===== config.mk =====
export PLATFORM = sky130hd
export DESIGN_NAME = seq_detector_param
export DESIGN_NICKNAME = d
export VERILOG_FILES = /design/src/rtl/seq_det_pkg.sv /design/src/rtl/sat_counter.sv /design/src/rtl/seq_detector_param.sv
export SDC_FILE = /design/constraint.sdc
export NUM_CORES = 1
export LEC_CHECK = 0
export ABC_AREA = 1
export ABC_CLOCK_PERIOD_IN_PS = 1300
export CORE_MARGIN = 2
export CORE_UTILIZATION = 45
export CTS_BUF_LIST = sky130_fd_sc_hd__clkbuf_2 sky130_fd_sc_hd__clkbuf_4 sky130_fd_sc_hd__clkbuf_8
export DETAILED_ROUTE_END_ITERATION = 16
export PLACE_DENSITY_LB_ADDON = 0.1
export SETUP_SLACK_MARGIN = 0.15
export SLEW_MARGIN = 20
export SYNTH_ARGS = -nofsm -noshare
export SYNTH_HDL_FRONTEND = slang
export SYNTH_SLANG_ARGS = --single-unit

===== constraint.sdc =====
create_clock -name clk -period 1.3 [get_ports clk]
set_clock_uncertainty 0.05 [all_clocks]
set_input_delay 0.195 -clock clk [delete_from_list [all_inputs] [get_ports clk]]
set_output_delay 0.195 -clock clk [all_outputs]
set_load 0.005 [all_outputs]

===== src/rtl/seq_det_pkg.sv =====
// Shared constants and types for the parametrised serial pattern detector.
package seq_det_pkg;

  localparam int LEN_MIN = 2;
  localparam int LEN_MAX = 32;

  typedef enum logic {
    NON_OVERLAP = 1'b0,
    OVERLAP     = 1'b1
  } overlap_e;

  // Bits needed to hold a count in 0..n inclusive.
  function automatic int clog2p1(input int n);
    return $clog2(n + 1);
  endfunction

endpackage


===== src/rtl/sat_counter.sv =====
// Saturating up-counter with synchronous clear; clear wins, then the increment applies.
module sat_counter #(
  parameter int W = 8
) (
  input  logic         clk,
  input  logic         reset,
  input  logic         clr,
  input  logic         inc,
  output logic [W-1:0] q
);

  logic [W-1:0] cnt_q, cnt_d;

  always_comb begin
    cnt_d = clr ? '0 : cnt_q;
    if (inc && (cnt_d != '1)) cnt_d = cnt_d + 1'b1;
  end

  always_ff @(posedge clk or posedge reset) begin
    if (reset) cnt_q <= '0;
    else       cnt_q <= cnt_d;
  end

  assign q = cnt_q;

endmodule


===== src/rtl/seq_detector_param.sv =====
// Serial LEN-bit pattern detector with registered match flag and saturating match count.
module seq_detector_param #(
  parameter int                                LEN     = 5,
  parameter logic [seq_det_pkg::LEN_MAX-1:0] PATTERN = 5'b00110,
  parameter int                                OVERLAP = 0,
  parameter int                                CNT_W   = 8
) (
  input  logic                                   clk,
  input  logic                                   reset,
  input  logic                                   en,
  input  logic                                   w,
  input  logic                                   clr_cnt,
  output logic                                   z,
  output logic [CNT_W-1:0]                       match_cnt,
  output logic [seq_det_pkg::clog2p1(LEN)-1:0] fill
);
  import seq_det_pkg::*;

  localparam int FW  = clog2p1(LEN);
  localparam bit OVL = (OVERLAP == int'(seq_det_pkg::OVERLAP));

  if ((LEN < LEN_MIN) || (LEN > LEN_MAX) || ((PATTERN >> LEN) != '0)) begin : g_bad_param
    $error("seq_detector_param: LEN out of range or PATTERN wider than LEN");
  end

  logic [LEN-1:0] win_q, win_d;
  logic [FW-1:0]  fill_q, fill_d;
  logic           z_q;
  logic [LEN-1:0] cand;
  logic           match;

  // Compare against the window as it will look once the incoming bit is shifted in.
  assign cand  = {win_q[LEN-2:0], w};
  assign match = en && (fill_q >= FW'(LEN - 1)) && (cand == PATTERN[LEN-1:0]);

  always_comb begin
    win_d  = win_q;
    fill_d = fill_q;
    if (en) begin
      win_d = cand;
      if (match && !OVL)              fill_d = '0;
      else if (fill_q != FW'(LEN))    fill_d = fill_q + 1'b1;
    end
  end

  always_ff @(posedge clk or posedge reset) begin
    if (reset) begin
      win_q  <= '0;
      fill_q <= '0;
      z_q    <= 1'b0;
    end else begin
      win_q  <= win_d;
      fill_q <= fill_d;
      z_q    <= match;
    end
  end

  sat_counter #(.W(CNT_W)) u_cnt (
    .clk   (clk),
    .reset (reset),
    .clr   (clr_cnt),
    .inc   (match),
    .q     (match_cnt)
  );

  assign z    = z_q;
  assign fill = fill_q;

endmodule


==> results of run 1 <==
==> metal layers <==
metal,part of all wire (%),vias up,wire length [um]
met2,55,19,1410
met4,1.7,0,43
met5,0,-,0
met1,41,455,1050
li1,-,484,-
met3,2.6,6,67
==> power by group through the flow <==
stage,registers [W],clock network (W),logic (W)
2_1_floorplan,0.000628,0,0.000188
3_3_place_gp,0.000619,0,0.000371
3_5_place_dp,0.000622,0,0.000377
4_1_cts,0.000596,0.000260,0.000620
5_1_grt,0.000614,0.000281,0.000740
6_report,0.000607,0.000260,0.000669
==> cell families after synthesis <==
family / synth area share [%]
compound gates: 4.66
xor+xnor: 0.959
fa+ha+maj: 2.74
buf+inv: 10.7
flops: 43.8
simple gates: 37.1
==> cells in the final DEF (no fill, tap or decap), types with 4 or more instances in the layout <==
cell type	instances
nor2_1	5
dfrtp_1	15
nand3_1	9
buf_4	24
clkdlybuf4s15_1	4
nand4_1	4
buf_6	15
clkbuf_2	5
nand2_1	37
nand2_2	5
inv_1	14
inv_2	6
==> what timing repair did <==
item                                    in CTS  in global routing
hold buffers                                 0                  0
buffers inserted                            19                  6
endpoints found under the setup margin      24                 20
pin swaps                                    5                  4
gates resized for setup                     59                 15
==> metrics by stage <==
stage	hold slack (ns)	setup TNS, ns	util [%]
6_report	0.179	-0.0748	76.8
5_1_grt	0.220	-0.910	76.8
4_1_cts	0.174	-0.000302	73.6
3_5_place_dp	0.420	-3.01	61.1
3_3_place_gp	0.405	-2.71	61.1
2_1_floorplan	0.0587	0	-
==> layout make-up <==
class / instances / area (sq um) / share of cell area, %
multi-input combinational: 83 / 487 / 32.6
timing repair buffer: 53 / 472 / 31.6
sequential: 16 / 402 / 26.9
inverter: 20 / 75.1 / 5.03
tap: 27 / 33.8 / 2.27
clock buffer: 3 / 22.5 / 1.51
==> critical path, cell delays in order, from the launching register on <==
cell      delay (ns)
dfrtp_1         0.40
nand2_1         0.08
nor2_2          0.11
inv_2           0.05
nor2_4          0.18
buf_12          0.14
nand3b_1        0.08
nand2_1         0.10
nand2_1         0.05
==> sequential cells by signal, indices dropped and copies added, names as in the netlist <==
name	cells
fill	3
z	1
win_q	4
u_cnt.q	8
==> final timing paths <==
kind / from / endpoint / slack, ns / cells past startpoint
setup / recovery: fill[2] / u_cnt.q[4] / -0.06 / 8
min in group clk: clr_cnt / u_cnt.q[7] / 0.35 / 4
max in group asynchronous: reset / u_cnt.q[0] / 0.82 / 3
hold / removal: reset / fill[2] / 0.18 / 3
setup reg to reg: fill[2] / u_cnt.q[4] / -0.06 / 8
hold reg to reg: win_q[2] / win_q[3] / 0.46 / 2
==> flow_summary.toml, run 1 <==
[timing]
period_share_pct = 105
slew_headroom_pct = 80.3
finalSetupViolCount = 3
slew_violations = 0
worstMarginPinSlew_ns = 0.295
period_minus_slack_ns = 1.36
max_clock_freq_ghz = 0.735
worst_slack_ns = -0.0604
rsz0062_at_grt = "true"
hold_viol = 0

[critical_path]
start_kind = "register"
critPathKind = "register to register"
critPathRequiredTime_ns = 1.42
crit_arrival_ns = 1.48
cp_max_fo = 5
crit_path_end_kind = "register"

[global_routing]
met1_usage_pct = 23.1
grt_pass1_vias = 964
grt_use_met2_pct = 44.7
overflow = 0
grt_use_met3_pct = 2.45
grt_usage_pct = 22.0
antenna_found_initial = 0
grt_busiest_layer = "met2"
grt_max_degree = 17
grt_pass1_wl_mm = 4.07

[clock_network]
htree_levels = 1
cts_sinks = 16
clock-root-buffer = "clkbuf_4"
cts_tree = "built"
cts_buffers = 3
clkSlewWorstSetupHoldPaths_ns = 0.10
clk_path_buf_depth = 2
insertion_delay_ns = 0.28

[yosys]
synth_top_cell_area_share_pct = 43.8
yosys_warnings = 0
yosys-top-cells-count = "41 x nand2_1, 18 x inv_1, 16 x dfrtp_1, 12 x nand3_1"
synth.area.top_cells = "dfrtp_1 44%, nand2_1 17%, inv_1 7.4%, nand3_1 6.6%, o21ai_0 3.3%"
yosys_register_bits = 16
yosysMostFrequentCell = "nand2_1"
yosysTopAreaCell = "dfrtp_1"
avgSynthCellArea_sq_um = 7.49
async_reset_ff_share_pct = 100
syn-cell-area_sq_um = 913
netlist_instances = 122
synth_fp_nets = 129
yosysUniqueCellTypes = 21
synthFlopType = "dfrtp_1"
synth-edff-count = 0
ys_seq_area_share_pct = 43.8

[finish]
drive_gt1_share_pct = 41.1
layout.nets = 184
final_area_sq_um = 1490
antenna_cells = 0
final_cells = 202
nFillCells = 144
area_growth_pct = 63.3

[power]
p_int_w = 0.00105
pwr-share-clk_pct = 16.9
p_switching_w = 0.000487
seqPwrFrac_pct = 39.5
vdd_ir_drop_max_v = 0.00106
switching_share_pct = 31.7
power_frac_comb_pct = 43.6
p_leak_nw = 0.801
powerDensity_nw_per_um2 = 1030
report.power.total_w = 0.00154

[route]
routed_via_density = 4.77
wl_per_cell_um = 12.7
routed_wl_mm = 2.56
drtIter0Drc = 15
num_vias = 964
drt_first_pass_iters = 4
final_antenna_net_count = 0
drcViolationCount = 0

[placement]
gp_congestion = 0.880
dp_hpwl_mm = 1.47
port_buffers = 16
dp.cells = 174
pre_cts_slack_ns = -0.348
placed_area_sq_um = 1190

[floorplanning]
dieWidth_um = 49.1
core-area_sq_um = 1940
rows = 16
dieArea_sq_um = 2410
initial_core_util_pct = 47.0
chipHeight_um = 49.1
num_io_pins = 17

[outcome]
violations = "setup timing"
status = "complete, but fails checks"

[hold_path]
hold_path_class = "input port to asynchronous set/reset pin"

[flow_run]
maxCapViolCount = 0
Power figures use the tool's default switching activity.
==> inputs of run 2 (changes only) <==
Settings changed: CELL_PAD_IN_SITES_DETAIL_PLACEMENT set to 0, CELL_PAD_IN_SITES_GLOBAL_PLACEMENT set to 1, CORE_UTILIZATION 45 to 38.
==> run 2 against run 1 <==
  * The run still ends with setup timing left
  * Highest routed layer unchanged
  * Worst setup slack better by 0.029 ns
  * Non-clock buffer count stayed put
  * Critical path type is now input port to register
  * First-iteration DRC count is 73% lower
==> flow_summary.toml, run 2 (same netlist as run 1, synthesis figures left out) <==
[outcome]
violations = "setup timing"
status = "complete, but fails checks"

[timing]
period_minus_slack_ns = 1.33
worstMarginPinSlew_ns = 0.275
finalSetupViolCount = 1
worst_slack_ns = -0.0312
rsz0062_at_grt = "true"
slew_violations = 0
period_share_pct = 102
hold_viol = 0
max_clock_freq_ghz = 0.751
slew_headroom_pct = 81.6

[route]
routed_via_density = 4.71
routed_wl_mm = 2.38
final_antenna_net_count = 0
drtIter0Drc = 4
drcViolationCount = 0
wl_per_cell_um = 11.6
num_vias = 961
drt_first_pass_iters = 4

[floorplanning]
num_io_pins = 17
initial_core_util_pct = 40.9
dieWidth_um = 53.0
dieArea_sq_um = 2810
core-area_sq_um = 2230
rows = 17
chipHeight_um = 53.0

[power]
report.power.total_w = 0.00149
powerDensity_nw_per_um2 = 995
vdd_ir_drop_max_v = 0.000903
p_leak_nw = 0.818

[clock_network]
cts_sinks = 16
cts_tree = "built"
clkSlewWorstSetupHoldPaths_ns = 0.10
htree_levels = 1
cts_buffers = 3
clk_path_buf_depth = 2
insertion_delay_ns = 0.29
clock-root-buffer = "clkbuf_4"

[finish]
layout.nets = 184
largest_register_ff_count = 8
nFillCells = 188
area_growth_pct = 64.5
final_area_sq_um = 1500
drive_gt1_share_pct = 44.9
layout_common_cells = "37 x nand2_1, 27 x buf_4, 16 x dfrtp_1"
mostFrequentLayoutCell = "nand2_1"
final_cells = 204
antenna_cells = 0

[critical_path]
crit_arrival_ns = 1.47
critPathKind = "input port to register"
start_kind = "input port"
startpoint = "en"
r2r_start = "fill[2]"
reg2reg_depth = 8
critPathRequiredTime_ns = 1.44
crit_path_end_kind = "register"
cp_max_fo = 5

[placement]
gp_congestion = 0.715
pre_cts_slack_ns = -0.349
port_buffers = 16
dp_hpwl_mm = 1.47
placed_area_sq_um = 1210
dp.cells = 178

[global_routing]
grt_usage_pct = 19.6
grt_max_degree = 17
grt_pass1_wl_mm = 3.95
grt_pass1_vias = 957
antenna_found_initial = 0
overflow = 0

[flow_run]
maxCapViolCount = 0

[hold_path]
hold_path_class = "input port to asynchronous set/reset pin"
-- run 2: worst max-delay path, cell delays in order --
cell and delay, ns:
clkdlybuf4s50_1 0.47, nand2_1 0.07, nor2_2 0.13, inv_2 0.05, nor2_4 0.20, buf_12 0.14
nand3b_1 0.07, nand2_1 0.08, nand2_1 0.05
-- run 2: area by class of cell --
type / instances / area, sq um / share of cell area, %
Clock buffer: 4 / 36.3 / 2.41
Inverter: 20 / 77.6 / 5.16
Multi-Input combinational cell: 83 / 505 / 33.6
Sequential cell: 16 / 400 / 26.6
Tap cell: 28 / 35.0 / 2.33
Timing Repair Buffer: 53 / 448 / 29.8
-- run 2: routing by layer --
layer	track usage (%)	up-vias	wire, um
met5	0	-	0
li1	-	490	-
met2	38.1	22	1280
met4	7.69	0	29
met3	1.69	4	91
met1	21.4	445	978
-- run 2: path summary, 6_finish.rpt --
kind | to | slack (ns)
worst max-delay path | u_cnt.q[4] | -0.03
min in group clk | u_cnt.q[6] | 0.35
worst min register to register | win_q[3] | 0.46
max in group asynchronous | u_cnt.q[1] | 0.87
worst min-delay path | z | 0.15
worst max register to register | u_cnt.q[4] | -0.02
-- run 2: through the flow --
step / hold slack (ns) / utilization (%) / TNS [ns]
after floorplan: 0.0587 / - / 0
after global placement: 0.406 / 54.2 / -2.71
final: 0.149 / 67.3 / -0.0312
after detailed placement: 0.421 / 54.2 / -3.07
after global routing: 0.172 / 67.3 / -0.533
after CTS: 0.148 / 64.9 / 0
-- run 2: what timing repair did --
action	CTS	global route
setup endpoints to repair	23	21
pin swaps	8	8
resized for setup	55	26
buffers inserted	18	4
hold buffers	0	0
-- run 2: power by group --
part / switching, W / internal (W) / total (W)
clock: 0.000163 / 0.000171 / 0.000333
sequential: 0.0000344 / 0.000558 / 0.000593
combinational: 0.000269 / 0.000299 / 0.000568
total: 0.000466 / 0.00103 / 0.00149
==> inputs of run 3 (changes only) <==
Settings changed: CORE_MARGIN 2 to not set, GPL_TIMING_DRIVEN set to 1.
==> run 3 against run 2 <==
  * The run now ends clean
  * Via count fell by 4.0%
  * Die area fell by 7.4%
  * Core utilization fell by 4.1 points
  * Routed wire length fell by 7.7%
  * Sequential share of layout area rose by 1.7 points
  * Sequential power barely moved
  * Clock power barely moved
  * Combinational power fell by 3%
  * Cell count fell by 4.4%
  * First-iteration DRC count did not move
==> flow_summary.toml, run 3 (same netlist as run 1, synthesis figures left out) <==
[clock_network]
cts_buffers = 3
clk_path_buf_depth = 2
htree_levels = 1
cts_sinks = 16
clkSlewWorstSetupHoldPaths_ns = 0.10
cts_tree = "built"
clock-root-buffer = "clkbuf_4"
cts_hold_buf = 0
insertion_delay_ns = 0.28

[global_routing]
grt_max_degree = 17
overflow = 0
antenna_found_initial = 0
grt_pass1_vias = 939
grt_pass1_wl_mm = 3.80
grt_usage_pct = 19.4

[timing]
slew_headroom_pct = 81.9
rsz0062_at_grt = "true"
max_clock_freq_ghz = 0.778
worstMarginPinSlew_ns = 0.270
holdWs_ns = 0.154
hold_viol = 0
slew_violations = 0
finalSetupViolCount = 0
period_minus_slack_ns = 1.29
period_share_pct = 98.9

[finish]
mostFrequentLayoutCell = "nand2_1"
nFillCells = 203
layout_common_cells = "35 x nand2_1, 21 x buf_4, 16 x dfrtp_1"
antenna_cells = 0
area_growth_pct = 54.5
layout.nets = 175
largest_register_ff_count = 8
post-route-util_pct = 63.2
drive_gt1_share_pct = 40.1

[floorplanning]
core-area_sq_um = 2230
rows = 17
dieWidth_um = 51.0
chipHeight_um = 51.0
num_io_pins = 17
dieArea_sq_um = 2600
initial_core_util_pct = 40.9

[flow_run]
maxCapViolCount = 0

[placement]
port_buffers = 16
gp_congestion = 0.783
dp_hpwl_mm = 1.48

[route]
drtIter0Drc = 4
wl_per_cell_um = 11.2
drt_first_pass_iters = 4
final_antenna_net_count = 0
routed_wl_mm = 2.19
routed_via_density = 4.73
drcViolationCount = 0
num_vias = 923

[critical_path]
critPathRequiredTime_ns = 1.43
start_kind = "input port"
crit_arrival_ns = 1.41
cp_max_fo = 8
r2r_slack_ns = 0.01
critPathKind = "input port to register"
crit_path_end_kind = "register"

[power]
p_leak_nw = 0.763
vdd_ir_drop_max_v = 0.000983
powerDensity_nw_per_um2 = 1050
report.power.total_w = 0.00148

[hold_path]
hold_path_class = "input port to asynchronous set/reset pin"

[outcome]
status = "completed"
==> run 3: cell count changes in the layout (fill, tap and decap cells not counted), sizes merged <==
cell / delta
clkbuf: +2
buf: -12
clkdlybuf4s15: +1
==> run 3: power breakdown <==
part | switching [W] | internal, W | leakage [nW] | total, W
clock network | 0.000162 | 0.000170 | 0.0210 | 0.000332
logic | 0.000257 | 0.000296 | 0.532 | 0.000553
registers | 0.0000350 | 0.000559 | 0.211 | 0.000594
total | 0.000454 | 0.00102 | 0.763 | 0.00148
==> run 3: repair_timing <==
action                                  CTS  global route
hold endpoints to repair                  0             0
gates resized for setup                  49            19
buffers inserted                         12             1
endpoints found under the setup margin   23            21
pin swaps                                 6             2
==> run 3: layout make-up <==
| type | count | area (sq um) | area share (%) |
|---|---|---|---|
| multi-input combinational | 83 | 498 | 35.3 |
| inverter | 20 | 77.6 | 5.50 |
| tap | 28 | 35.0 | 2.48 |
| clock buffer | 4 | 36.3 | 2.57 |
| timing repair buffer | 44 | 364 | 25.8 |
| sequential | 16 | 400 | 28.4 |
==> run 3: final timing paths <==
path,from,end,cells past startpoint
setup / recovery,clr_cnt,u_cnt.q[5],9
hold / removal,reset,win_q[2],3
setup reg to reg,u_cnt.q[3],u_cnt.q[5],9
hold reg to reg,win_q[2],win_q[3],2
max in group asynchronous,reset,u_cnt.q[5],3
min in group clk,en,win_q[1],3
==> run 3: critical path, stage by stage <==
cell and delay [ns]:
clkdlybuf4s50_1 0.46, inv_4 0.15, nand3_2 0.12, nor2_4 0.16, nand2_4 0.09, nand2_8 0.11
inv_2 0.03, nand2_1 0.04, nand2_1 0.04
==> run 3: routing by layer <==
layer / track usage, % / routed length [um] / share of wire (%) / vias up
met5: 0 / 0 / 0 / -
met4: 5.56 / 11 / 0.50 / 0
met3: 2.68 / 73 / 3.3 / 2
met2: 36.6 / 1180 / 54 / 13
met1: 22.5 / 930 / 42 / 437
li1: - / - / - / 471
==> run 3: stage by stage <==
step | cells | worst slack [ns] | area (sq um) | setup TNS, ns
after global routing | 195 | -0.0826 | 1410 | -0.524
final | 195 | 0.0149 | 1410 | 0
after floorplan | 122 | 0.119 | 913 | 0
after global placement | 178 | -0.307 | 1210 | -2.69
after CTS | 194 | 0.00931 | 1400 | 0
after detailed placement | 178 | -0.322 | 1210 | -2.82
